--- config.mk ---
export PLATFORM = sky130hd
export DESIGN_NAME = cplx_result_demux_flat
export DESIGN_NICKNAME = d
export VERILOG_FILES = /design/src/rtl/cplx_result_demux_if.sv /design/src/rtl/cplx_result_demux.sv /design/src/flat_wrapper.sv
export SDC_FILE = /design/constraint.sdc
export NUM_CORES = 1
export LEC_CHECK = 0
export CAP_MARGIN = 20
export CORE_MARGIN = 5
export CORE_UTILIZATION = 44
export CTS_CLUSTER_SIZE = 28
export DETAILED_ROUTE_END_ITERATION = 16
export PLACE_DENSITY = 0.77
export SYNTH_ARGS = -nofsm -noshare
export SYNTH_HDL_FRONTEND = slang
export SYNTH_SLANG_ARGS = --single-unit
--- constraint.sdc ---
create_clock -name clk -period 1.8 [get_ports clk]
set_input_delay 0.45 -clock clk [delete_from_list [all_inputs] [get_ports clk]]
set_output_delay 0.45 -clock clk [all_outputs]
set_load 0.005 [all_outputs]
--- src/rtl/cplx_result_demux_if.sv ---
// cplx_result_demux_if: valid/ready bundle for the complex-result demux.
// The slave modport is the demux side; the master modport is the source/consumer side.
interface cplx_result_demux_if #(
    parameter int W     = 16,
    parameter int CNT_W = 8
);
    logic             in_valid;
    logic             in_ready;
    logic             in_sel;
    logic [W-1:0]     in_re;
    logic [W-1:0]     in_im;
    logic             out0_valid;
    logic             out0_ready;
    logic [W-1:0]     out0_re;
    logic [W-1:0]     out0_im;
    logic             out1_valid;
    logic             out1_ready;
    logic [W-1:0]     out1_re;
    logic [W-1:0]     out1_im;
    logic [CNT_W-1:0] cnt0;
    logic [CNT_W-1:0] cnt1;

    modport slave (
        input  in_valid, in_sel, in_re, in_im, out0_ready, out1_ready,
        output in_ready, out0_valid, out0_re, out0_im,
               out1_valid, out1_re, out1_im, cnt0, cnt1
    );

    modport master (
        output in_valid, in_sel, in_re, in_im, out0_ready, out1_ready,
        input  in_ready, out0_valid, out0_re, out0_im,
               out1_valid, out1_re, out1_im, cnt0, cnt1
    );
endinterface

--- src/rtl/cplx_result_demux.sv ---
// cplx_result_demux: registered 1-to-2 valid/ready demux for complex results with per-output delivery counters.
// Define DEMUX_RR_EN to steer by an internal round-robin pointer instead of in_sel.
module cplx_result_demux #(
    parameter int W     = 16,
    parameter int CNT_W = 8
) (
    input logic                clk,
    input logic                rst_n,
    cplx_result_demux_if.slave bus
);
    typedef enum logic {EMPTY = 1'b0, FULL = 1'b1} state_t;

    state_t           r_st0, r_st1;
    logic [W-1:0]     r_re0, r_im0, r_re1, r_im1;
    logic [CNT_W-1:0] r_cnt0, r_cnt1;
    logic             w_dest, w_acc, w_ld0, w_ld1, w_dlv0, w_dlv1;

`ifdef DEMUX_RR_EN
    logic r_ptr;
    assign w_dest = r_ptr;
    // The pointer never skips a stalled output; the source simply waits.
    always_ff @(posedge clk or negedge rst_n) begin
        if (!rst_n) r_ptr <= 1'b0;
        else if (w_acc) r_ptr <= ~r_ptr;
    end
`else
    assign w_dest = bus.in_sel;
`endif

    assign bus.in_ready = w_dest ? (r_st1 == EMPTY || bus.out1_ready)
                                 : (r_st0 == EMPTY || bus.out0_ready);
    assign w_acc  = bus.in_valid & bus.in_ready;
    assign w_ld0  = w_acc & ~w_dest;
    assign w_ld1  = w_acc & w_dest;
    assign w_dlv0 = (r_st0 == FULL) & bus.out0_ready;
    assign w_dlv1 = (r_st1 == FULL) & bus.out1_ready;

    // A reload in the delivery cycle keeps the register FULL with the new item.
    always_ff @(posedge clk or negedge rst_n) begin
        if (!rst_n) begin
            r_st0  <= EMPTY;
            r_st1  <= EMPTY;
            r_re0  <= '0;
            r_im0  <= '0;
            r_re1  <= '0;
            r_im1  <= '0;
            r_cnt0 <= '0;
            r_cnt1 <= '0;
        end else begin
            r_st0  <= w_ld0 ? FULL : w_dlv0 ? EMPTY : r_st0;
            r_st1  <= w_ld1 ? FULL : w_dlv1 ? EMPTY : r_st1;
            r_re0  <= w_ld0 ? bus.in_re : r_re0;
            r_im0  <= w_ld0 ? bus.in_im : r_im0;
            r_re1  <= w_ld1 ? bus.in_re : r_re1;
            r_im1  <= w_ld1 ? bus.in_im : r_im1;
            r_cnt0 <= r_cnt0 + CNT_W'(w_dlv0);
            r_cnt1 <= r_cnt1 + CNT_W'(w_dlv1);
        end
    end

    assign bus.out0_valid = (r_st0 == FULL);
    assign bus.out1_valid = (r_st1 == FULL);
    assign bus.out0_re    = r_re0;
    assign bus.out0_im    = r_im0;
    assign bus.out1_re    = r_re1;
    assign bus.out1_im    = r_im1;
    assign bus.cnt0       = r_cnt0;
    assign bus.cnt1       = r_cnt1;
endmodule

--- src/flat_wrapper.sv ---
// flat-port wrapper written by rule: the top's interface ports become plain ports
module cplx_result_demux_flat 
#(
    parameter int W     = 16,
    parameter int CNT_W = 8
)
  (clk, rst_n, bus_in_valid, bus_in_sel, bus_in_re, bus_in_im, bus_out0_ready, bus_out1_ready, bus_in_ready, bus_out0_valid, bus_out0_re, bus_out0_im, bus_out1_valid, bus_out1_re, bus_out1_im, bus_cnt0, bus_cnt1);
  cplx_result_demux_if #(.W(W), .CNT_W(CNT_W)) bus_i ();
  input logic clk;
  input logic rst_n;
  input wire logic [$bits(bus_i.in_valid)-1:0] bus_in_valid;
  input wire logic [$bits(bus_i.in_sel)-1:0] bus_in_sel;
  input wire logic [$bits(bus_i.in_re)-1:0] bus_in_re;
  input wire logic [$bits(bus_i.in_im)-1:0] bus_in_im;
  input wire logic [$bits(bus_i.out0_ready)-1:0] bus_out0_ready;
  input wire logic [$bits(bus_i.out1_ready)-1:0] bus_out1_ready;
  output wire logic [$bits(bus_i.in_ready)-1:0] bus_in_ready;
  output wire logic [$bits(bus_i.out0_valid)-1:0] bus_out0_valid;
  output wire logic [$bits(bus_i.out0_re)-1:0] bus_out0_re;
  output wire logic [$bits(bus_i.out0_im)-1:0] bus_out0_im;
  output wire logic [$bits(bus_i.out1_valid)-1:0] bus_out1_valid;
  output wire logic [$bits(bus_i.out1_re)-1:0] bus_out1_re;
  output wire logic [$bits(bus_i.out1_im)-1:0] bus_out1_im;
  output wire logic [$bits(bus_i.cnt0)-1:0] bus_cnt0;
  output wire logic [$bits(bus_i.cnt1)-1:0] bus_cnt1;
  assign bus_i.in_valid = bus_in_valid;
  assign bus_i.in_sel = bus_in_sel;
  assign bus_i.in_re = bus_in_re;
  assign bus_i.in_im = bus_in_im;
  assign bus_i.out0_ready = bus_out0_ready;
  assign bus_i.out1_ready = bus_out1_ready;
  assign bus_in_ready = bus_i.in_ready;
  assign bus_out0_valid = bus_i.out0_valid;
  assign bus_out0_re = bus_i.out0_re;
  assign bus_out0_im = bus_i.out0_im;
  assign bus_out1_valid = bus_i.out1_valid;
  assign bus_out1_re = bus_i.out1_re;
  assign bus_out1_im = bus_i.out1_im;
  assign bus_cnt0 = bus_i.cnt0;
  assign bus_cnt1 = bus_i.cnt1;
  cplx_result_demux #(.W(W), .CNT_W(CNT_W)) u_core (.clk(clk), .rst_n(rst_n), .bus(bus_i));
endmodule
==> key figures, run 1 <==
STA
  – Worst hold slack: around 480 ps
  – Tcrit/Tclk final: 96.8%
  – Layout Skew: 13.5 ps
  – Pins Over Slew Limit: 0
  – Setup Viol. Count Final: 0
  – Final hold viol count: 0
  – Worst-Margin Slew: around 290 ps
  – Fmax: 0.574 GHz
  – Slew Limit Headroom: about four fifths
  – Final worst path period need: 1740 ps

GRT
  – Pin count of the biggest net entering global routing: 37
  – Overflow left after global routing: 0
  – Met3 GRT Util: roughly 4.2%
  – Tot GR Track Use: 16.6%
  – Met2 Track Usage GR: around a quarter
  – GR Layer Usage met1: approximately a fifth
  – Initial antenna violation count: 0
  – Vias in the first global route: around 2300
  – First-pass GRT wire length: about 11 mm
  – Most Crowded Layer GR: met2

Yosys
  – Seq/Total Area, Yosys: between 60% and 70%
  – Mux cell area share after synthesis: a little under a quarter
  – Area leader, netlist: dfrtp_1
  – Post-synth EDFFs: 0
  – Top-count cell post-synth: dfrtp_1
  – Synth area leaders: dfrtp_1 65%, mux2_2 22%, xnor2_1 2.8%
  – Synth Area in Adders: 1.58%
  – Share of the synthesized area in the top cell type: about two thirds
  – Ys Warns: 0
  – Register bit total from synthesis: 82
  – Unique masters post-synth: 17
  – Post-synth ARST share: between 90% and 100%
  – Synth cell count leaders: 82 x dfrtp_1, 63 x mux2_2, 10 x nand3_1, 10 x xnor2_1, 7 x buf_6
  – Syn nets: roughly 240
  – Top_reg_cell synth: dfrtp_1
  – Largest family of logic cells by synthesized area: multiplexers
  – Synth Area in Compound Gates: 0.158%
  – Avg Inst Size Synth: ~16 sq um
  – XOR/XNOR Fraction of Synth Area: under 10%
  – Mapped cell area: 3170 sq um
  – Cells after Synth: between 150 and 200
  – Post-Synth Simple-Gate Area: 4.43%

Worst setup path
  – Reg2Reg Setup Slack: 320 ps
  – CP startpoint kind: flop
  – CP Capture Type: output port
  – Max FO, Critical Path: 5
  – Critical path origin: u_core.bus.cnt1[1]
  – CP arrival: ~1300 ps
  – Critical Path Stages: 1
  – Crit Reg-Reg Endpoint: u_core.bus.out0_re[8]
  – Top Family by Delay on Critical Path: buffers and inverters
  – Worst r2r src: u_core.bus.out0_valid
  – Slowest CP cell: clkdlybuf4s50_1
  – Critical-path cell list: clkdlybuf4s50_1
  – Req. time, crit path: 1350 ps
  – WS Path Type: reg -> out
  – Max incr delay on CP: 540 ps
  – R2R depth: 4
  – CP bufs+invs: 1
  – Worst setup endpoint: bus_cnt1[1]

Cells and area
  – Nets: 375
  – Layout area overhead: 52.3%
  – Finished Cell Area: 4820 sq um
  – Fin cells: about 440
  – Layout cells sized above 1: 29.6%
  – Antenna diodes: 0
  – Fin util: between 60 and 70%

Power
  – Lkg Pwr: around 0.0021 uW
  – Cell Int Power: around 4200 uW
  – Peak VDD IR: between 0.7 and 0.8 mV
  – Sw frac: around 24%
  – Comb pwr share: a little over a quarter
  – Pwr dens: approximately 1200 nW/um^2
  – Clock network fraction of total power: 28.2%
  – Sequential share of power: between 40% and 50%
  – Switching power: about 1300 uW

Clock tree
  – Inserted Clock Buffers: 9
  – H-tree depth: 3
  – CTS tree: done
  – Clock Latency Late Sink: ~340 ps
  – Clock Pin Slew Worst Setup and Hold Paths: 80 ps
  – CTS Sinks: a little over 80
  – CTS root buf: clkbuf_8
  – Max Buffers Root-to-Sink: 2

Min path
  – Hold Crit Class: reg -> reg

Floorplanning
  – Rows: 31
  – Core area: 7140 sq um
  – Initial core utilization: about 44%
  – Die ar.: 8990 sq um
  – Die width: between 90 and 100 um
  – Num ports: approximately 120
  – Die height: around 95 um

Drt
  – DR WL/cell: between 15 and 20 um
  – Pre-Repair DR Iteration Count: 4
  – Final wirelength: 7.04 mm
  – Post-DRT Antenna Nets: 0
  – Initial drt markers: between 40 and 50
  – # DRC: 0
  – Via count: 2063
  – Vias per Instance: around 4.7

Placed design
  – Routability cong.: 0.766
  – Area of placed instances: ~4500 sq um
  – IO buf count: 120
  – Post-placement cell count: 417
  – DP Wirelength: 5.20 mm

Status
  – Status: finished, final reports clean

Run
  – Max-Cap Viols: 0
-- power by group through the flow --
stage | combinational [uW] | clock (uW) | sequential [uW]
3_5_place_dp | 1470 | 0 | 2530
4_1_cts | 1480 | 1620 | 2490
6_report | 1500 | 1570 | 2480
2_1_floorplan | 406 | 0 | 2530
3_3_place_gp | 1440 | 0 | 2510
5_1_grt | 1620 | 1710 | 2550
-- cell type report --
cell class,count,area [sq um]
Fill cell,550,2310
Sequential cell,82,2050
Timing Repair Buffer,135,1350
Multi-Input combinational cell,104,1050
Clock buffer,10,128
Tap cell,99,124
Clock inverter,6,115
Inverter,1,3.75
-- worst min path at each step --
stage,from,endpoint,slack [ps],cells past startpoint
after floorplan,rst_n,u_core.bus.cnt0[0],150,0
after global placement,rst_n,u_core.bus.out1_im[14],350,1
after detailed placement,rst_n,u_core.bus.out1_im[14],360,1
after CTS,u_core.bus.cnt0[7],u_core.bus.cnt0[7],480,1
after global routing,u_core.bus.cnt0[7],u_core.bus.cnt0[7],500,1
final,u_core.bus.cnt0[7],u_core.bus.cnt0[7],480,1
-- layout by cell type, fill, tap and decap left out, drive strengths merged --
cell             n
inv              1
clkinvlp         1
nand3           10
and3             4
mux2            65
nand2b           2
dlymetal6s2s     2
dfrtp           82
clkbuf          10
dlygate4sd2      3
dlygate4sd3      1
nor2b            1
nand2            2
bufinv           3
xnor2           10
buf             16
o21ai            1
nor3b            1
and2             2
ha               4
xor2             2
clkinv           2
clkdlybuf4s50  113
-- per-stage QoR --
stage / power, uW / setup slack (ps) / TNS, ps
after floorplan: 2940 / 315 / 0
after global routing: 5870 / -11.5 / -11.5
after CTS: 5590 / 0.675 / 0
final: 5550 / 57.8 / 0
after detailed placement: 4000 / -454 / -16600
after global placement: 3950 / -457 / -15570
-- flip-flops by register name, indices dropped and copies added (netlist names) --
| name | count |
|---|---|
| u_core.bus.out0_valid | 1 |
| u_core.bus.out1_im | 16 |
| u_core.bus.out0_im | 16 |
| u_core.bus.cnt0 | 8 |
| u_core.bus.out0_re | 16 |
| u_core.bus.cnt1 | 8 |
| u_core.bus.out1_valid | 1 |
| u_core.bus.out1_re | 16 |
-- cell families after synthesis --
logic type	after synthesis
DFF	82
muxes	65
and+or+nand+nor	22
xor gates and xnor gates	12
buffers and inverters	8
adders and majority gates	4
AOI/OAI and AO/OA	1
-- layer usage --
layer | part of all wire (%) | wire length [um] | up-vias
met5 | 0 | 0 | -
met3 | 5.0 | 355 | 6
met2 | 51 | 3590 | 65
met4 | 1.4 | 96 | 0
li1 | - | - | 957
met1 | 43 | 3000 | 1035
-- repair_timing --
action,4_1_cts,5_1_grt
setup endpoints to repair,1,7
setup buffers,0,3
pin swaps,0,0
hold buffers,1,0
cloned,0,0
endpoints found under the hold margin,17,0
gates resized for setup,8,5
(Power assumes the default switching activity.)
==> run 2, diff against run 1 <==
--- a/config.mk
+++ b/config.mk
@@ -5,11 +5,12 @@
 export SDC_FILE = /design/constraint.sdc
 export NUM_CORES = 1
 export LEC_CHECK = 0
-export CAP_MARGIN = 20
+export CAP_MARGIN = 5
 export CORE_MARGIN = 5
 export CORE_UTILIZATION = 44
 export CTS_CLUSTER_SIZE = 28
 export DETAILED_ROUTE_END_ITERATION = 16
+export HOLD_SLACK_MARGIN = 0.15
 export PLACE_DENSITY = 0.77
 export SYNTH_ARGS = -nofsm -noshare
 export SYNTH_HDL_FRONTEND = slang
==> results of run 2 <==
Final layout, timing and power as in run 1 (identical DEF).
==> run 3, diff against run 2 <==
--- a/config.mk
+++ b/config.mk
@@ -8,6 +8,7 @@
 export CAP_MARGIN = 5
 export CORE_MARGIN = 5
 export CORE_UTILIZATION = 44
+export CTS_CLUSTER_DIAMETER = 120
 export CTS_CLUSTER_SIZE = 28
 export DETAILED_ROUTE_END_ITERATION = 16
 export HOLD_SLACK_MARGIN = 0.15
==> results of run 3 <==
Final layout, timing and power as in run 1 (identical DEF).
